## src/rtl/dbg_pkg.sv

```systemverilog
// Shared types and constants for the debug access controller.
//   dbg_state_e    : controller FSM states
//   DBG_*          : response error codes carried on resp_err
//   DBG_SPACE_BIT  : position of the GPR/CSR space select bit in the debug
//                    address for the default CSR address width
package dbg_pkg;

  typedef enum logic [2:0] {
    S_IDLE = 3'd0,
    S_HALT = 3'd1,
    S_GPR  = 3'd2,
    S_CSR  = 3'd3,
    S_RESP = 3'd4
  } dbg_state_e;

  localparam logic [1:0] DBG_OK       = 2'd0;
  localparam logic [1:0] DBG_EBADADDR = 2'd1;
  localparam logic [1:0] DBG_EHALT    = 2'd2;
  localparam logic [1:0] DBG_ECSR     = 2'd3;

  localparam int unsigned DBG_CSR_AW_DEF = 12;
  // The space select bit always sits directly above the CSR address field.
  localparam int unsigned DBG_SPACE_BIT  = DBG_CSR_AW_DEF;

endpackage

```

## src/rtl/dbg_timeout_ctr.sv

```systemverilog
// Saturating wait counter shared by the halt wait and the CSR wait.
//   clk, reset   : clock, asynchronous active-high reset
//   i_clear      : synchronous clear (wins over i_en)
//   i_en         : count this cycle
//   o_expired_c  : combinational; high in the enabled cycle that brings the
//                  count to the limit 2^TMO_W-1, i.e. the last cycle of waiting
module dbg_timeout_ctr #(
  parameter int unsigned TMO_W = 8
) (
  input  logic clk,
  input  logic reset,
  input  logic i_clear,
  input  logic i_en,
  output logic o_expired_c
);

  localparam logic [TMO_W-1:0] LIMIT = '1;

  logic [TMO_W-1:0] r_cnt;

  always_ff @(posedge clk or posedge reset) begin
    if (reset) begin
      r_cnt <= '0;
    end else if (i_clear) begin
      r_cnt <= '0;
    end else if (i_en && (r_cnt != LIMIT)) begin
      r_cnt <= r_cnt + TMO_W'(1);
    end
  end

  assign o_expired_c = i_en && !i_clear && (r_cnt == (LIMIT - TMO_W'(1)));

endmodule

```

## src/rtl/debug_access_ctrl.sv

```systemverilog
// Debug access controller: serialises external debug read/write requests into
// halt-protected accesses on the core's GPR and CSR debug ports.
//   clk, reset            : clock, asynchronous active-high reset
//   debug_enable          : block enable; when low the FSM parks in IDLE
//   req_*                 : request channel (valid/ready), addr MSB selects CSR
//   resp_*                : response channel (valid/ready) with error code
//   halt_req / cpu_halted : halt handshake with the core
//   rf_*                  : GPR debug port (single-cycle write strobe)
//   csr_*                 : CSR debug port (req held until ack)
// Build option: define DBG_AUTO_RESUME_EN to release halt_req on every
// response handshake; otherwise halt_req is sticky until debug_enable drops.
module debug_access_ctrl
  import dbg_pkg::*;
#(
  parameter int unsigned XLEN   = 32,
  parameter int unsigned NREG   = 32,
  parameter int unsigned CSR_AW = DBG_CSR_AW_DEF,
  parameter int unsigned TMO_W  = 8
) (
  input  logic                    clk,
  input  logic                    reset,
  input  logic                    debug_enable,
  input  logic                    req_valid,
  output logic                    req_ready,
  input  logic [CSR_AW:0]         req_addr,
  input  logic                    req_write,
  input  logic [XLEN-1:0]         req_wdata,
  output logic                    resp_valid,
  input  logic                    resp_ready,
  output logic [XLEN-1:0]         resp_rdata,
  output logic [1:0]              resp_err,
  output logic                    halt_req,
  input  logic                    cpu_halted,
  output logic [$clog2(NREG)-1:0] rf_addr,
  output logic                    rf_we,
  output logic [XLEN-1:0]         rf_wdata,
  input  logic [XLEN-1:0]         rf_rdata,
  output logic                    csr_req,
  output logic                    csr_we,
  output logic [CSR_AW-1:0]       csr_addr,
  output logic [XLEN-1:0]         csr_wdata,
  input  logic [XLEN-1:0]         csr_rdata,
  input  logic                    csr_ack
);

  localparam int unsigned RW      = $clog2(NREG);
  localparam int unsigned SEL_BIT = CSR_AW;

  dbg_state_e        r_state;
  logic              r_req_ready;
  logic              r_write;
  logic              r_csr;
  logic              r_resp_valid;
  logic [XLEN-1:0]   r_resp_rdata;
  logic [1:0]        r_resp_err;
  logic              r_halt_req;
  logic [RW-1:0]     r_rf_addr;
  logic              r_rf_we;
  logic [XLEN-1:0]   r_rf_wdata;
  logic              r_csr_req;
  logic              r_csr_we;
  logic [CSR_AW-1:0] r_csr_addr;
  logic [XLEN-1:0]   r_csr_wdata;

  logic w_accept;
  logic w_req_csr;
  logic w_bad_addr;
  logic w_req_gpr_we;
  logic w_ctr_clr;
  logic w_ctr_en;
  logic w_expired;

  assign w_accept     = req_valid && r_req_ready;
  assign w_req_csr    = req_addr[SEL_BIT];
  // The whole field below the select bit is the GPR index, so out-of-range
  // indices are caught even when they alias a valid index in the low RW bits.
  assign w_bad_addr   = !w_req_csr && (32'(req_addr[CSR_AW-1:0]) >= NREG);
  // x0 is hardwired; a write to it is acknowledged but never strobed.
  assign w_req_gpr_we = req_write && (req_addr[RW-1:0] != '0);

  // One timer serves both waits; it restarts in IDLE and when the halt lands.
  assign w_ctr_clr = (r_state == S_IDLE) || ((r_state == S_HALT) && cpu_halted);
  assign w_ctr_en  = (r_state == S_HALT) || (r_state == S_CSR);

  dbg_timeout_ctr #(.TMO_W(TMO_W)) u_tmo (
    .clk         (clk),
    .reset       (reset),
    .i_clear     (w_ctr_clr),
    .i_en        (w_ctr_en),
    .o_expired_c (w_expired)
  );

  // Controller FSM with registered port outputs.
  always_ff @(posedge clk or posedge reset) begin
    if (reset) begin
      r_state      <= S_IDLE;
      r_req_ready  <= 1'b0;
      r_write      <= 1'b0;
      r_csr        <= 1'b0;
      r_resp_valid <= 1'b0;
      r_resp_rdata <= '0;
      r_resp_err   <= DBG_OK;
      r_halt_req   <= 1'b0;
      r_rf_addr    <= '0;
      r_rf_we      <= 1'b0;
      r_rf_wdata   <= '0;
      r_csr_req    <= 1'b0;
      r_csr_we     <= 1'b0;
      r_csr_addr   <= '0;
      r_csr_wdata  <= '0;
    end else begin
      r_rf_we <= 1'b0;
      case (r_state)
        S_IDLE: begin
          r_req_ready <= debug_enable;
          if (!debug_enable) r_halt_req <= 1'b0;
          if (w_accept) begin
            r_req_ready  <= 1'b0;
            r_write      <= req_write;
            r_csr        <= w_req_csr;
            r_rf_addr    <= req_addr[RW-1:0];
            r_rf_wdata   <= req_wdata;
            r_csr_we     <= req_write;
            r_csr_addr   <= req_addr[CSR_AW-1:0];
            r_csr_wdata  <= req_wdata;
            r_resp_rdata <= '0;
            r_resp_err   <= DBG_OK;
            if (w_bad_addr) begin
              r_resp_err   <= DBG_EBADADDR;
              r_resp_valid <= 1'b1;
              r_state      <= S_RESP;
            end else begin
              r_halt_req <= 1'b1;
              if (!cpu_halted) begin
                r_state <= S_HALT;
              end else if (w_req_csr) begin
                r_csr_req <= 1'b1;
                r_state   <= S_CSR;
              end else begin
                r_rf_we <= w_req_gpr_we;
                r_state <= S_GPR;
              end
            end
          end
        end
        S_HALT: begin
          if (cpu_halted) begin
            if (r_csr) begin
              r_csr_req <= 1'b1;
              r_state   <= S_CSR;
            end else begin
              r_rf_we <= r_write && (r_rf_addr != '0);
              r_state <= S_GPR;
            end
          end else if (w_expired) begin
            r_resp_err   <= DBG_EHALT;
            r_resp_valid <= 1'b1;
            r_state      <= S_RESP;
          end
        end
        S_GPR: begin
          if (!r_write) r_resp_rdata <= rf_rdata;
          r_resp_valid <= 1'b1;
          r_state      <= S_RESP;
        end
        S_CSR: begin
          // An ack arriving in the final wait cycle still counts as success.
          if (csr_ack) begin
            if (!r_write) r_resp_rdata <= csr_rdata;
            r_csr_req    <= 1'b0;
            r_resp_valid <= 1'b1;
            r_state      <= S_RESP;
          end else if (w_expired) begin
            r_csr_req    <= 1'b0;
            r_resp_err   <= DBG_ECSR;
            r_resp_valid <= 1'b1;
            r_state      <= S_RESP;
          end
        end
        S_RESP: begin
          if (resp_ready) begin
            r_resp_valid <= 1'b0;
            r_resp_rdata <= '0;
            r_resp_err   <= DBG_OK;
            r_req_ready  <= debug_enable;
            r_state      <= S_IDLE;
`ifdef DBG_AUTO_RESUME_EN
            r_halt_req   <= 1'b0;
`endif
          end
        end
        default: r_state <= S_IDLE;
      endcase
    end
  end

  assign req_ready  = r_req_ready;
  assign resp_valid = r_resp_valid;
  assign resp_rdata = r_resp_rdata;
  assign resp_err   = r_resp_err;
  assign halt_req   = r_halt_req;
  assign rf_addr    = r_rf_addr;
  assign rf_we      = r_rf_we;
  assign rf_wdata   = r_rf_wdata;
  assign csr_req    = r_csr_req;
  assign csr_we     = r_csr_we;
  assign csr_addr   = r_csr_addr;
  assign csr_wdata  = r_csr_wdata;

endmodule

```

## config.mk

```make
export PLATFORM = sky130hd
export DESIGN_NAME = debug_access_ctrl
export DESIGN_NICKNAME = d
export VERILOG_FILES = /design/src/rtl/dbg_pkg.sv /design/src/rtl/dbg_timeout_ctr.sv /design/src/rtl/debug_access_ctrl.sv
export SDC_FILE = /design/constraint.sdc
export NUM_CORES = 1
export LEC_CHECK = 0
export BUFFER_PORTS_ARGS = -buffer_cell sky130_fd_sc_hd__buf_2
export CAP_MARGIN = 20
export CELL_PAD_IN_SITES_DETAIL_PLACEMENT = 1
export CELL_PAD_IN_SITES_GLOBAL_PLACEMENT = 1
export CORE_ASPECT_RATIO = 0.75
export CORE_MARGIN = 1
export CORE_UTILIZATION = 26
export DETAILED_ROUTE_END_ITERATION = 10
export PLACE_DENSITY_LB_ADDON = 0.1
export RECOVER_POWER = 100
export SETUP_SLACK_MARGIN = 0.2
export SLEW_MARGIN = 30
export SYNTH_ARGS = -nofsm -noshare
export SYNTH_HDL_FRONTEND = slang
export SYNTH_HIERARCHICAL = 1
export SYNTH_SLANG_ARGS = --single-unit
```

## constraint.sdc

```tcl
create_clock -name clk -period 3.5 [get_ports clk]
set_input_delay 0.35 -clock clk [delete_from_list [all_inputs] [get_ports clk]]
set_output_delay 0.35 -clock clk [all_outputs]
set_load 0.02 [all_outputs]
```

==> metrics.log, run 1 <==
INFO  metric outcome = finished with violations
INFO  metric violations = capacitance limit, slew limit
INFO  metric cts-root-buf = clkbuf_16
INFO  metric worst_clock_skew = 8.05 ps
INFO  metric route.met3.wl = 998 microns
INFO  metric hold_path_startpoint = req_wdata[20]
INFO  metric layout_common_cells = clkbuf_1, buf_2, dfrtp_1
INFO  metric reg2reg_slack = 580 ps
INFO  metric grt_start_max_net_pins = 40
INFO  metric post_route_ant_nets = 0
INFO  metric synth_top_area_cell = dfrtp_1
INFO  metric syn_area_per_cell = 12.5 sq um
INFO  metric yosys_register_bits = 96
INFO  metric die-height = 118 microns
INFO  metric placement.io_buffers = 237
INFO  metric post-synth-top-area-fraction = 51.5%
INFO  metric n_fill_cell = 2054
INFO  metric dr.pass1.iters = 4
INFO  metric critical_path.max_fanout = 33
INFO  metric hold_violations = 0
INFO  metric reg2reg_end = resp_err[0]
INFO  metric finalNonFillerCells = 819
INFO  metric grt_setup_unrepaired = false
INFO  metric hold_path_depth = 2
INFO  metric fin_crit = 2920 ps
INFO  metric insertedDiodeCount = 0
INFO  metric place.detailed.instances = 801
INFO  metric async_flop_share = 100%
INFO  metric worst-r2r-cell-count = 5
INFO  metric cts_inserted_buffers = 9
INFO  metric clk_path_buf_depth = 2
INFO  metric clkSinkCount = 96
INFO  metric max_slew_margin = -28.6%
INFO  metric achievable-frequency = 342 MHz
INFO  metric post-route-period-util = 83.4%
INFO  metric cts_tree = built
INFO  metric fp.dieArea = 0.0185 sq mm
INFO  metric synth_area_leaders = dfrtp_1, mux2_2, buf_4
INFO  metric timing.final.setup_violations = 0
INFO  metric kind_of_launch_point_of_the_worst_setup_path = register
INFO  metric drive_gt1_share = 36.9%
INFO  metric launching_point_of_the_worst_reg2reg_path = r_state[2]
INFO  metric met2RoutedLength = 5830 microns
INFO  metric hold_slack = 215 ps
INFO  metric drc = 0
INFO  metric path_clk_slew = 60 ps
INFO  metric worstPathArrival = 3150 ps
INFO  metric synth_edf_count = 0
INFO  metric timing.final.max_slew_violations = 40
INFO  metric drtIter0Drc = 110
INFO  metric hpwlAfterDp = 9620 microns
INFO  metric power.static_leakage = 2.66 nW
INFO  metric worstSetupPathType = reg2reg
INFO  metric cp-end-kind = register
INFO  metric postLayoutCellArea = 0.00592 sq mm
INFO  metric final_net_count = 691
INFO  metric tns_setup = 0 ps
INFO  metric grt_remaining_overflow = 0
INFO  metric syn-cell-area = 0.00466 sq mm
INFO  metric routedWlPerCell = 15.6 microns
INFO  metric grt_pass1_vias = 3913
INFO  metric synth_ff_type = dfrtp_1
INFO  metric final_common_cell = clkbuf_1
INFO  metric mappedNetlistNets = 493
INFO  metric min_path_type = in2reg
INFO  metric min_delay_worst_endpoint = csr_wdata[20]
INFO  metric vias = 3711
INFO  metric ir_worst_vdd = 0.355 mV
INFO  metric yosysWarningCount = 6
INFO  metric worst-slew-pin-transition = 1920 ps
INFO  metric groute.usage.overall = 14.5%
INFO  metric num_rows = 42
INFO  metric wl_met1 = 5820 microns
INFO  metric core = 0.0176 sq mm
INFO  metric syn-instance-count = 374
INFO  metric htree_num_levels = 3
INFO  metric worstSkewPairLatency = 350 ps
INFO  metric ioPinCount = 238
INFO  metric start_util = 26.5%
INFO  metric dp_worst_setup_slack = 900 ps
INFO  metric yosysSeqAreaShare = 51.5%
INFO  metric detailed_place.area = 0.00582 sq mm
INFO  metric die-width = 157 microns
INFO  metric post_cts_resize_count = 0
INFO  metric synth_cell_type_count = 53
INFO  metric area_growth = 27.0%
INFO  metric antenna_found_initial = 1
INFO  metric vias_per_cell = 4.53
INFO  metric setup.worst_path.start = r_state[2]
INFO  metric post-route-worst-setup-slack = 580 ps
INFO  metric max-cap-violations = 1
INFO  metric data_required_critical_path = 3730 ps
INFO  metric wirelength = 12800 microns
INFO  metric final_estimated_routing_congestion_in_global_placement = 0.788
INFO  metric global_route_wire_length_before_repair = 20700 microns
INFO  metric power.density_cell_area = 837 mW/mm^2
INFO  metric top_layer_used = met4
critical path, cell delays in order (launching register included):
cell,delay (ps)
dfrtp_1,530
or3_1,480
nor2_4,450
clkbuf_2,770
o22ai_1,230
mux2_4,340
synth_stat cells (all sizes together), types with 2 or more instances:
cell / count
inv: 9
or3: 3
or4: 4
mux2: 79
nand3: 5
a211oi: 3
ha: 2
and2: 3
buf: 48
dfrtp: 96
nand2b: 2
clkbuf: 9
o21ai: 10
o22ai: 3
nor2: 13
a21o: 3
nand2: 10
nor2b: 4
a22o: 33
a32o: 2
nor3: 6
a31oi: 2
a21oi: 8
stage by stage:
| step | power (mW) | utilization (%) |
|---|---|---|
| floorplan | 3.67 | - |
| global placement | 4.21 | 33.0 |
| detailed placement | 4.24 | 33.0 |
| CTS | 5.21 | 34.7 |
| global route | 5.30 | 33.7 |
| finish | 4.96 | 33.7 |
worst max-delay path by stage:
stage | endpoint | cells after the start
after CTS | r_state[2] | 7
after detailed placement | r_state[2] | 7
after global placement | resp_err[0] | 6
final | resp_err[0] | 5
after global routing | resp_err[0] | 5
after floorplan | csr_addr[10] | 1
report_power, final:
| part | switching, mW | total (mW) | internal (mW) | leakage (nW) |
|---|---|---|---|---|
| clock | 0.426 | 0.929 | 0.503 | 0.129 |
| sequential | 0.298 | 1.79 | 1.50 | 1.22 |
| combinational | 1.43 | 2.23 | 0.800 | 1.31 |
| total | 2.16 | 4.96 | 2.80 | 2.66 |
area by class of cell:
type	count	area (sq um)	share of cell area [%]
well taps	242	303	5.11
repair buffers	244	1100	18.6
inverters	9	35.0	0.591
clock inverters	4	28.8	0.486
multi-input cells	212	1810	30.5
clock buffers	12	246	4.16
flip-flops and latches	96	2400	40.5
what timing repair did:
action,in CTS,in global routing
hold endpoints to repair,8,0
hold buffers,1,0
buffers inserted,0,0
sequential cells by signal, indices dropped and copies added, names as in the netlist, 2 cells and up:
signal and cells:
resp_err 2, rf_addr 4, csr_addr 8, csr_wdata 32, r_state 3, u_tmo/r_cnt 8, resp_rdata 32
cell families (layout without fill, tap and decap cells):
kind of cell | Yosys count | in the layout | synth area share [%]
flops | 96 | 96 | 51.5
mux | 79 | 79 | 19.2
compound gates | 75 | 75 | 12.3
buf+inv | 66 | 269 | 9.44
simple gates | 55 | 55 | 6.89
fa+ha+maj | 2 | 2 | 0.536
xor+xnor | 1 | 1 | 0.188
layer usage:
metal | up-vias | track usage, %
li1 | 1728 | -
met1 | 1817 | 18.2
met2 | 154 | 23.5
met3 | 12 | 4.82
met4 | 0 | 4.60
met5 | - | 0
Note: power is estimated with default switching activity, not from simulation.
==> run 2, diff against run 1 <==
==> constraint.sdc (replaced) <==
create_clock -name clk -period 3.05 [get_ports clk]
set_input_delay 0.305 -clock clk [delete_from_list [all_inputs] [get_ports clk]]
set_output_delay 0.305 -clock clk [all_outputs]
set_load 0.02 [all_outputs]
==> run 2 against run 1 <==
Largest cell class unchanged. Sequential cell count did not move. The flow still finishes with violations (capacitance limit, slew limit). Global-route usage decreased by 0.068 points. Core utilization increased by 0.14 points. Clock power up 25%. Final cell count is the same. Highest routed layer unchanged.
==> metrics.log, run 2 (same netlist as run 1, synthesis figures left out) <==
INFO  metric worst_clock_skew = 6.87 ps (was 8.05 ps)
INFO  metric die-width = 157 microns (unchanged)
INFO  metric data_required_critical_path = 3280 ps (was 3730 ps)
INFO  metric ioPinCount = 238 (unchanged)
INFO  metric max-cap-violations = 1 (unchanged)
INFO  metric hold_slack = 172 ps (was 215 ps)
INFO  metric setup.worst_path.start = r_state[2] (unchanged)
INFO  metric n_fill_cell = 2031 (was 2054)
INFO  metric hpwlAfterDp = 9530 microns (was 9620 microns)
INFO  metric cts_tree = built (unchanged)
INFO  metric post-route-worst-setup-slack = 425 ps (was 580 ps)
INFO  metric drc = 0 (unchanged)
INFO  metric hold_violations = 0 (unchanged)
INFO  metric post-route-period-util = 86.1% (was 83.4%)
INFO  metric worst-slew-pin-transition = 1980 ps (was 1920 ps)
INFO  metric postLayoutCellArea = 0.00595 sq mm (was 0.00592 sq mm)
INFO  metric detailed_place.area = 0.00582 sq mm (about the same)
INFO  metric grt_start_max_net_pins = 52 (was 40)
INFO  metric vias = 3755 (was 3711)
INFO  metric groute.usage.overall = 14.5% (about the same)
INFO  metric violations = capacitance limit, slew limit (unchanged)
INFO  metric max_slew_margin = -32.5% (was -28.6%)
INFO  metric min_path_type = in2reg (unchanged)
INFO  metric cp_cell_sequence = or3_1 -> nor2_4 -> clkbuf_1 -> o22ai_1 -> mux2_4 (was or3_1 -> nor2_4 -> clkbuf_2 -> o22ai_1 -> mux2_4)
INFO  metric layout_common_cells = clkbuf_1, buf_2, dfrtp_1 (unchanged)
INFO  metric dp_worst_setup_slack = 562 ps (was 900 ps)
INFO  metric worst_path_largest_cell_delay = 790 ps (was 770 ps)
INFO  metric global_route_wire_length_before_repair = 20500 microns (was 20700 microns)
INFO  metric dr.pass1.iters = 4 (unchanged)
INFO  metric final_estimated_routing_congestion_in_global_placement = 0.764 (was 0.788)
INFO  metric ir_worst_vdd = 0.510 mV (was 0.355 mV)
INFO  metric launching_point_of_the_worst_reg2reg_path = r_state[2] (unchanged)
INFO  metric kind_of_launch_point_of_the_worst_setup_path = register (unchanged)
INFO  metric grt_pass1_vias = 3895 (was 3913)
INFO  metric critical_path.n_buffers_inverters = 1 (unchanged)
INFO  metric tns_setup = 0 ps (unchanged)
INFO  metric worstSetupEndpoint = resp_err[0] (unchanged)
INFO  metric antenna_found_initial = 1 (unchanged)
INFO  metric cts_inserted_buffers = 9 (unchanged)
INFO  metric power = 5.75 mW (was 4.96 mW)
INFO  metric achievable-frequency = 381 MHz (was 342 MHz)
INFO  metric path_clk_slew = 70 ps (was 60 ps)
INFO  metric postCtsSetupRepairBufs = 0 (unchanged)
INFO  metric vias_per_cell = 4.58 (was 4.53)
INFO  metric area_growth = 27.5% (was 27.0%)
INFO  metric multi_input_comb_area = 0.00183 sq mm (was 0.00181 sq mm)
INFO  metric power.static_leakage = 2.68 nW (was 2.66 nW)
INFO  metric timing.final.max_slew_violations = 52 (was 40)
INFO  metric num_rows = 42 (unchanged)
INFO  metric cp_num_cells = 5 (unchanged)
INFO  metric placement.io_buffers = 237 (unchanged)
INFO  metric final_common_cell = clkbuf_1 (unchanged)
INFO  metric critical_path.top_delay_family = buffers and inverters (was simple AND/OR/NAND/NOR gates)
INFO  metric worst-r2r-cell-count = 5 (unchanged)
INFO  metric grt_setup_unrepaired = false (unchanged)
INFO  metric clkSinkCount = 96 (unchanged)
INFO  metric grt_remaining_overflow = 0 (unchanged)
INFO  metric die-height = 118 microns (unchanged)
INFO  metric post_route_ant_nets = 0 (unchanged)
INFO  metric insertedDiodeCount = 0 (unchanged)
INFO  metric timing.final.setup_violations = 0 (unchanged)
INFO  metric routedWlPerCell = 15.7 microns (was 15.6 microns)
INFO  metric worstPathArrival = 2850 ps (was 3150 ps)
INFO  metric worstSetupPathType = reg2reg (unchanged)
INFO  metric fin_crit = 2620 ps (was 2920 ps)
INFO  metric ff_latch_area = 0.00240 sq mm (unchanged)
INFO  metric reg2reg_end = resp_err[0] (unchanged)
INFO  metric cp_slowest_cell = clkbuf_1 (was clkbuf_2)
INFO  metric cp-end-kind = register (unchanged)
INFO  metric wirelength = 12800 microns (about the same)
INFO  metric fp.dieArea = 0.0185 sq mm (unchanged)
INFO  metric drive_gt1_share = 36.9% (unchanged)
INFO  metric drtIter0Drc = 108 (was 110)
INFO  metric outcome = finished with violations (unchanged)
INFO  metric cts-root-buf = clkbuf_16 (unchanged)
INFO  metric worstSkewPairLatency = 350 ps (about the same)
INFO  metric power.density_cell_area = 967 mW/mm^2 (was 837 mW/mm^2)
INFO  metric final_net_count = 692 (was 691)
INFO  metric core = 0.0176 sq mm (unchanged)
INFO  metric clk_path_buf_depth = 2 (unchanged)
INFO  metric start_util = 26.5% (unchanged)
INFO  metric critical_path.max_fanout = 18 (was 33)
INFO  metric htree_num_levels = 3 (unchanged)
INFO  metric reg2reg_slack = 430 ps (was 580 ps)
-- run 2: cell count changes in the layout (fill, tap and decap cells not counted), sizes merged --
cell and delta:
clkinv +1, clkinvlp -2, bufinv +1
-- run 2: cell type report --
cell class / count / share of cell area, %
tap: 242 / 5.09
inverter: 9 / 0.568
clock inverter: 4 / 0.926
multi-input combinational: 212 / 30.7
sequential: 96 / 40.4
timing repair buffer: 245 / 18.2
clock buffer: 11 / 4.08
-- run 2: power breakdown --
group | switching (mW) | internal, mW | leakage [nW] | total [mW]
logic | 1.64 | 0.901 | 1.31 | 2.54
clock network | 0.500 | 0.658 | 0.142 | 1.16
registers | 0.339 | 1.72 | 1.22 | 2.05
-- run 2: stage by stage --
| step | util, % | cells |
|---|---|---|
| 2_1_floorplan | - | 374 |
| 3_3_place_gp | 33.1 | 803 |
| 3_5_place_dp | 33.1 | 803 |
| 4_1_cts | 34.8 | 819 |
| 5_1_grt | 33.8 | 819 |
| 6_report | 33.8 | 819 |
-- run 2: worst min path at each step --
stage	from	end	slack (ps)	cells after the start
2_1_floorplan	reset	u_tmo/r_cnt[0]	120	1
3_3_place_gp	reset	u_tmo/r_cnt[0]	310	2
3_5_place_dp	reset	u_tmo/r_cnt[0]	310	2
4_1_cts	req_wdata[20]	csr_wdata[20]	150	2
5_1_grt	req_wdata[20]	csr_wdata[20]	160	2
6_report	req_wdata[20]	csr_wdata[20]	170	2
-- run 2: worst reg2reg max path: cells and delay by family (launching register included) --
kind,cells,cell delay [ps]
flip-flops,1,540
AO/OA/AOI/OAI,1,240
AND/OR/NAND/NOR,2,620
buffers and inverters,1,790
multiplexers,1,340
-- run 2: timing repair --
item | CTS | global route
hold buffers | 1 | 0
resized for setup | 0 | 1
endpoints found under the hold margin | 8 | 0
endpoints found under the setup margin | 0 | 1
-- run 2: layer usage --
| metal | part of all wire, % | routed length, microns | GRT usage, % | vias up |
|---|---|---|---|---|
| met1 | 45 | 5820 | 18.1 | 1863 |
| li1 | - | - | - | 1722 |
| met3 | 8.1 | 1040 | 5.08 | 11 |
| met4 | 1.1 | 137 | 4.04 | 0 |
| met2 | 45 | 5820 | 23.4 | 159 |
| met5 | 0 | 0 | 0 | - |
==> run 3, diff against run 2 <==
--- a/config.mk
+++ b/config.mk
@@ -5,15 +5,13 @@
 export SDC_FILE = /design/constraint.sdc
 export NUM_CORES = 1
 export LEC_CHECK = 0
+export ABC_AREA = 1
 export BUFFER_PORTS_ARGS = -buffer_cell sky130_fd_sc_hd__buf_2
 export CAP_MARGIN = 20
-export CELL_PAD_IN_SITES_DETAIL_PLACEMENT = 1
-export CELL_PAD_IN_SITES_GLOBAL_PLACEMENT = 1
 export CORE_ASPECT_RATIO = 0.75
 export CORE_MARGIN = 1
 export CORE_UTILIZATION = 26
 export DETAILED_ROUTE_END_ITERATION = 10
-export PLACE_DENSITY_LB_ADDON = 0.1
 export RECOVER_POWER = 100
 export SETUP_SLACK_MARGIN = 0.2
 export SLEW_MARGIN = 30
==> run 3 against run 2 <==
The run now ends clean. Global-route usage is 0.47 points lower. Critical path depth is 8 higher. Final cell count is 36% higher. Core utilization is 0.22 points lower. Total power is 11% higher. Combinational power is 22% higher. Wire length is 9.0% higher. Maximum frequency is 9.5% higher. Critical path type unchanged. Largest cell class unchanged. Highest routed layer unchanged.
==> metrics.log, run 3 <==
INFO  metric outcome = complete, no violations (was finished with violations)
INFO  metric cts-root-buf = clkbuf_16 (unchanged)
INFO  metric drc = 0 (unchanged)
INFO  metric pwr-share-comb = 48.8% (was 44.2%)
INFO  metric core = 0.0187 sq mm (was 0.0176 sq mm)
INFO  metric drtIter0Drc = 306 (was 108)
INFO  metric grt_setup_unrepaired = false (unchanged)
INFO  metric setup.worst_path.start = r_state[2] (unchanged)
INFO  metric hpwlAfterDp = 10400 microns (was 9530 microns)
INFO  metric launching_point_of_the_worst_reg2reg_path = r_state[2] (unchanged)
INFO  metric dp_worst_setup_slack = 758 ps (was 562 ps)
INFO  metric worstPathArrival = 2640 ps (was 2850 ps)
INFO  metric yosys_register_bits = 96 (unchanged)
INFO  metric mappedNetlistNets = 787 (was 493)
INFO  metric synth_compound_area_share = 5.68% (was 12.3%)
INFO  metric timing.final.max_slew_violations = 0 (was 52)
INFO  metric async_flop_share = 100% (unchanged)
INFO  metric synth_simple_gate_area_share = 31.7% (was 6.89%)
INFO  metric power.density_cell_area = 1010 mW/mm^2 (was 967 mW/mm^2)
INFO  metric worst_clock_skew = 6.16 ps (was 6.87 ps)
INFO  metric critical_path.max_fanout = 8 (was 18)
INFO  metric worstSkewPairLatency = 350 ps (about the same)
INFO  metric place.detailed.instances = 1098 (was 803)
INFO  metric start_util = 26.8% (was 26.5%)
INFO  metric tns_setup = 0 ps (unchanged)
INFO  metric final_estimated_routing_congestion_in_global_placement = 0.882 (was 0.764)
INFO  metric worst-slew-pin-transition = 1240 ps (was 1980 ps)
INFO  metric timing.final.setup_violations = 0 (unchanged)
INFO  metric critical_path.top_delay_family = simple AND/OR/NAND/NOR gates (was buffers and inverters)
INFO  metric synth_most_common_cell = nand2_1 (was dfrtp_1)
INFO  metric yosys.area_share.xor_xnor = 0.525% (was 0.188%)
INFO  metric cp_cell_sequence = inv_1 -> nand3_1 -> nand2_1 -> inv_1 -> nand3_1 -> nor4_1 -> inv_1 -> nand3_1 -> nand2_1 -> nor2_1 -> nand2_1 -> nand2_1 -> nand2_1 (was or3_1 -> nor2_4 -> clkbuf_1 -> o22ai_1 -> mux2_4)
INFO  metric htree_num_levels = 3 (unchanged)
INFO  metric insertedDiodeCount = 0 (unchanged)
INFO  metric p_clk_share = 18.0% (was 20.1%)
INFO  metric min_path_type = in2reg (unchanged)
INFO  metric power = 6.36 mW (was 5.75 mW)
INFO  metric final_core_util = 33.6% (was 33.8%)
INFO  metric clk_path_buf_depth = 2 (unchanged)
INFO  metric synth_edf_count = 0 (unchanged)
INFO  metric global_route_wire_length_before_repair = 21700 microns (was 20500 microns)
INFO  metric dr.pass1.iters = 4 (unchanged)
INFO  metric cts_tree = built (unchanged)
INFO  metric post-synth-top-area-fraction = 48.0% (was 51.5%)
INFO  metric post-route-worst-setup-slack = 653 ps (was 425 ps)
INFO  metric cp_slowest_cell = dfrtp_1 (was clkbuf_1)
INFO  metric power.switching_fraction = 50.5% (was 43.1%)
INFO  metric max-cap-violations = 0 (was 1)
INFO  metric grt_remaining_overflow = 0 (unchanged)
INFO  metric grt_pass1_vias = 4360 (was 3895)
INFO  metric synth_cell_type_count = 28 (was 53)
INFO  metric main_combinational_cell_family_by_area_after_synthesis = simple AND/OR/NAND/NOR gates (was multiplexers)
INFO  metric synth_top_area_cell = dfrtp_1 (unchanged)
INFO  metric layout_common_cells = nand2_1, clkbuf_1, buf_2 (was clkbuf_1, buf_2, dfrtp_1)
INFO  metric path_clk_slew = 70 ps (about the same)
INFO  metric routedWlPerCell = 12.5 microns (was 15.7 microns)
INFO  metric multi_input_comb_area = 0.00189 sq mm (was 0.00183 sq mm)
INFO  metric hold_slack = 180 ps (was 172 ps)
INFO  metric final_net_count = 982 (was 692)
INFO  metric max_slew_margin = 17.5% (was -32.5%)
INFO  metric die-height = 122 microns (was 118 microns)
INFO  metric syn_area_per_cell = 7.49 sq um (was 12.5 sq um)
INFO  metric wirelength = 14000 microns (was 12800 microns)
INFO  metric num_rows = 43 (was 42)
INFO  metric kind_of_launch_point_of_the_worst_setup_path = register (unchanged)
INFO  metric worstSetupPathType = reg2reg (unchanged)
INFO  metric cp_num_cells = 13 (was 5)
INFO  metric syn-cell-area = 0.00500 sq mm (was 0.00466 sq mm)
INFO  metric antenna_found_initial = 0 (was 1)
INFO  metric vias_per_cell = 4.26 (was 4.58)
INFO  metric post_cts_resize_count = 0 (unchanged)
INFO  metric muxShareOfSynthArea = 0% (was 19.2%)
INFO  metric fp.dieArea = 0.0198 sq mm (was 0.0185 sq mm)
INFO  metric groute.usage.overall = 14.0% (was 14.5%)
INFO  metric worstSetupEndpoint = csr_req (was resp_err[0])
INFO  metric ir_worst_vdd = 0.368 mV (was 0.510 mV)
INFO  metric yosysWarningCount = 6 (unchanged)
INFO  metric synth_ff_type = dfrtp_1 (unchanged)
INFO  metric worst-r2r-cell-count = 13 (was 5)
INFO  metric vias = 4754 (was 3755)
INFO  metric detailed_place.area = 0.00616 sq mm (was 0.00582 sq mm)
INFO  metric cp-end-kind = register (unchanged)
INFO  metric net_sw_power = 3.21 mW (was 2.48 mW)
INFO  metric cell_internal_pwr = 3.15 mW (was 3.27 mW)
INFO  metric netlist_top_cells_count = nand2_1, dfrtp_1, nand3_1, inv_1, o21ai_0 (was dfrtp_1, mux2_2, buf_4, a22o_1, nor2_1)
INFO  metric die-width = 162 microns (was 157 microns)
INFO  metric achievable-frequency = 417 MHz (was 381 MHz)
INFO  metric clkSinkCount = 96 (unchanged)
INFO  metric power.static_leakage = 3.36 nW (was 2.68 nW)
INFO  metric reg2reg_end = csr_req (was resp_err[0])
INFO  metric placement.io_buffers = 237 (unchanged)
INFO  metric ff_latch_area = 0.00240 sq mm (unchanged)
INFO  metric drive_gt1_share = 17.3% (was 36.9%)
INFO  metric syn-instance-count = 668 (was 374)
INFO  metric area_growth = 25.3% (was 27.5%)
INFO  metric synth_area_leaders = dfrtp_1, nand2_1, nand3_1 (was dfrtp_1, mux2_2, buf_4)
INFO  metric hold_violations = 0 (unchanged)
INFO  metric yosysSeqAreaShare = 48.0% (was 51.5%)
INFO  metric post-route-period-util = 78.6% (was 86.1%)
INFO  metric cts_inserted_buffers = 9 (unchanged)
INFO  metric data_required_critical_path = 3290 ps (was 3280 ps)
INFO  metric post_route_ant_nets = 0 (unchanged)
INFO  metric finalNonFillerCells = 1115 (was 819)
INFO  metric worst_path_largest_cell_delay = 500 ps (was 790 ps)
INFO  metric ioPinCount = 238 (unchanged)
INFO  metric n_fill_cell = 2114 (was 2031)
INFO  metric seqPwrFrac = 33.2% (was 35.7%)
INFO  metric final_common_cell = nand2_1 (was clkbuf_1)
INFO  metric hold_path_startpoint = req_wdata[11] (was req_wdata[20])
INFO  metric synth_fa_ha_area_share = 0.500% (was 0.536%)
INFO  metric critical_path.n_buffers_inverters = 3 (was 1)
INFO  metric reg2reg_slack = 650 ps (was 430 ps)
INFO  metric fin_crit = 2400 ps (was 2620 ps)
INFO  metric grt_start_max_net_pins = 58 (was 52)
INFO  metric postLayoutCellArea = 0.00627 sq mm (was 0.00595 sq mm)
INFO  metric critical_path.most_common_cell = nand2_1
==> run 3: changes by cell type after synthesis, sizes merged, moves of 4 or more <==
cell / previous run / this run
nand2: 10 / 279
mux2: 79 / 0
nand3: 5 / 62
inv: 9 / 64
o21ai: 10 / 51
a22o: 33 / 1
nor2: 13 / 31
buf: 48 / 56
nor3: 6 / 1
a21oi: 8 / 4
nand4: 1 / 5
nor2b: 4 / 0
or4: 4 / 0
==> run 3: how the worst min path moves through the flow <==
stage                      to  slack (ps)  cells after the start
3_3_place_gp   u_tmo/r_cnt[3]         300                      2
3_5_place_dp   u_tmo/r_cnt[3]         300                      2
4_1_cts         csr_wdata[11]         160                      3
2_1_floorplan  u_tmo/r_cnt[0]         120                      1
6_report        csr_wdata[11]         180                      3
5_1_grt          csr_wdata[0]         180                      3
==> run 3: timing repair <==
| action | in CTS | in global routing |
|---|---|---|
| buffers inserted | 0 | 0 |
| endpoints found under the hold margin | 8 | 0 |
| setup endpoints to repair | 0 | 0 |
| hold buffers | 1 | 0 |
==> run 3: metal layers <==
layer	global-route usage (%)	wire length [microns]
met1	17.7	6480
met3	3.51	774
met5	0	0
met2	23.6	6590
met4	4.07	121
==> run 3: worst reg2reg max path, cell delays in order, from the launching register on <==
cell	delay, ps
dfrtp_1	500
inv_1	200
nand3_1	160
nand2_1	120
inv_1	200
nand3_1	100
nor4_1	370
inv_1	150
nand3_1	150
nand2_1	60
nor2_1	110
nand2_1	60
nand2_1	60
nand2_1	40
==> run 3: cells by family after synthesis <==
| logic type | Yosys count |
|---|---|
| and+or+nand+nor | 381 |
| DFF | 96 |
| adders and majority gates | 2 |
| buffers and inverters | 130 |
| xor gates and xnor gates | 3 |
| AOI/OAI and AO/OA | 56 |
==> run 3: final cells by class <==
type	instances	share of cell area, %
sequential	96	38.3
multi-input combinational	442	30.1
timing repair buffer	247	17.8
tap	247	4.93
inverter	67	4.07
clock buffer	9	3.59
clock inverter	7	1.16
==> run 3: power groups by stage <==
stage | clock (mW) | sequential (mW) | combinational [mW]
2_1_floorplan | 0 | 2.61 | 2.12
3_3_place_gp | 0 | 2.11 | 3.42
3_5_place_dp | 0 | 2.12 | 3.42
4_1_cts | 1.19 | 2.11 | 3.42
5_1_grt | 1.23 | 2.18 | 3.45
6_report | 1.14 | 2.11 | 3.11
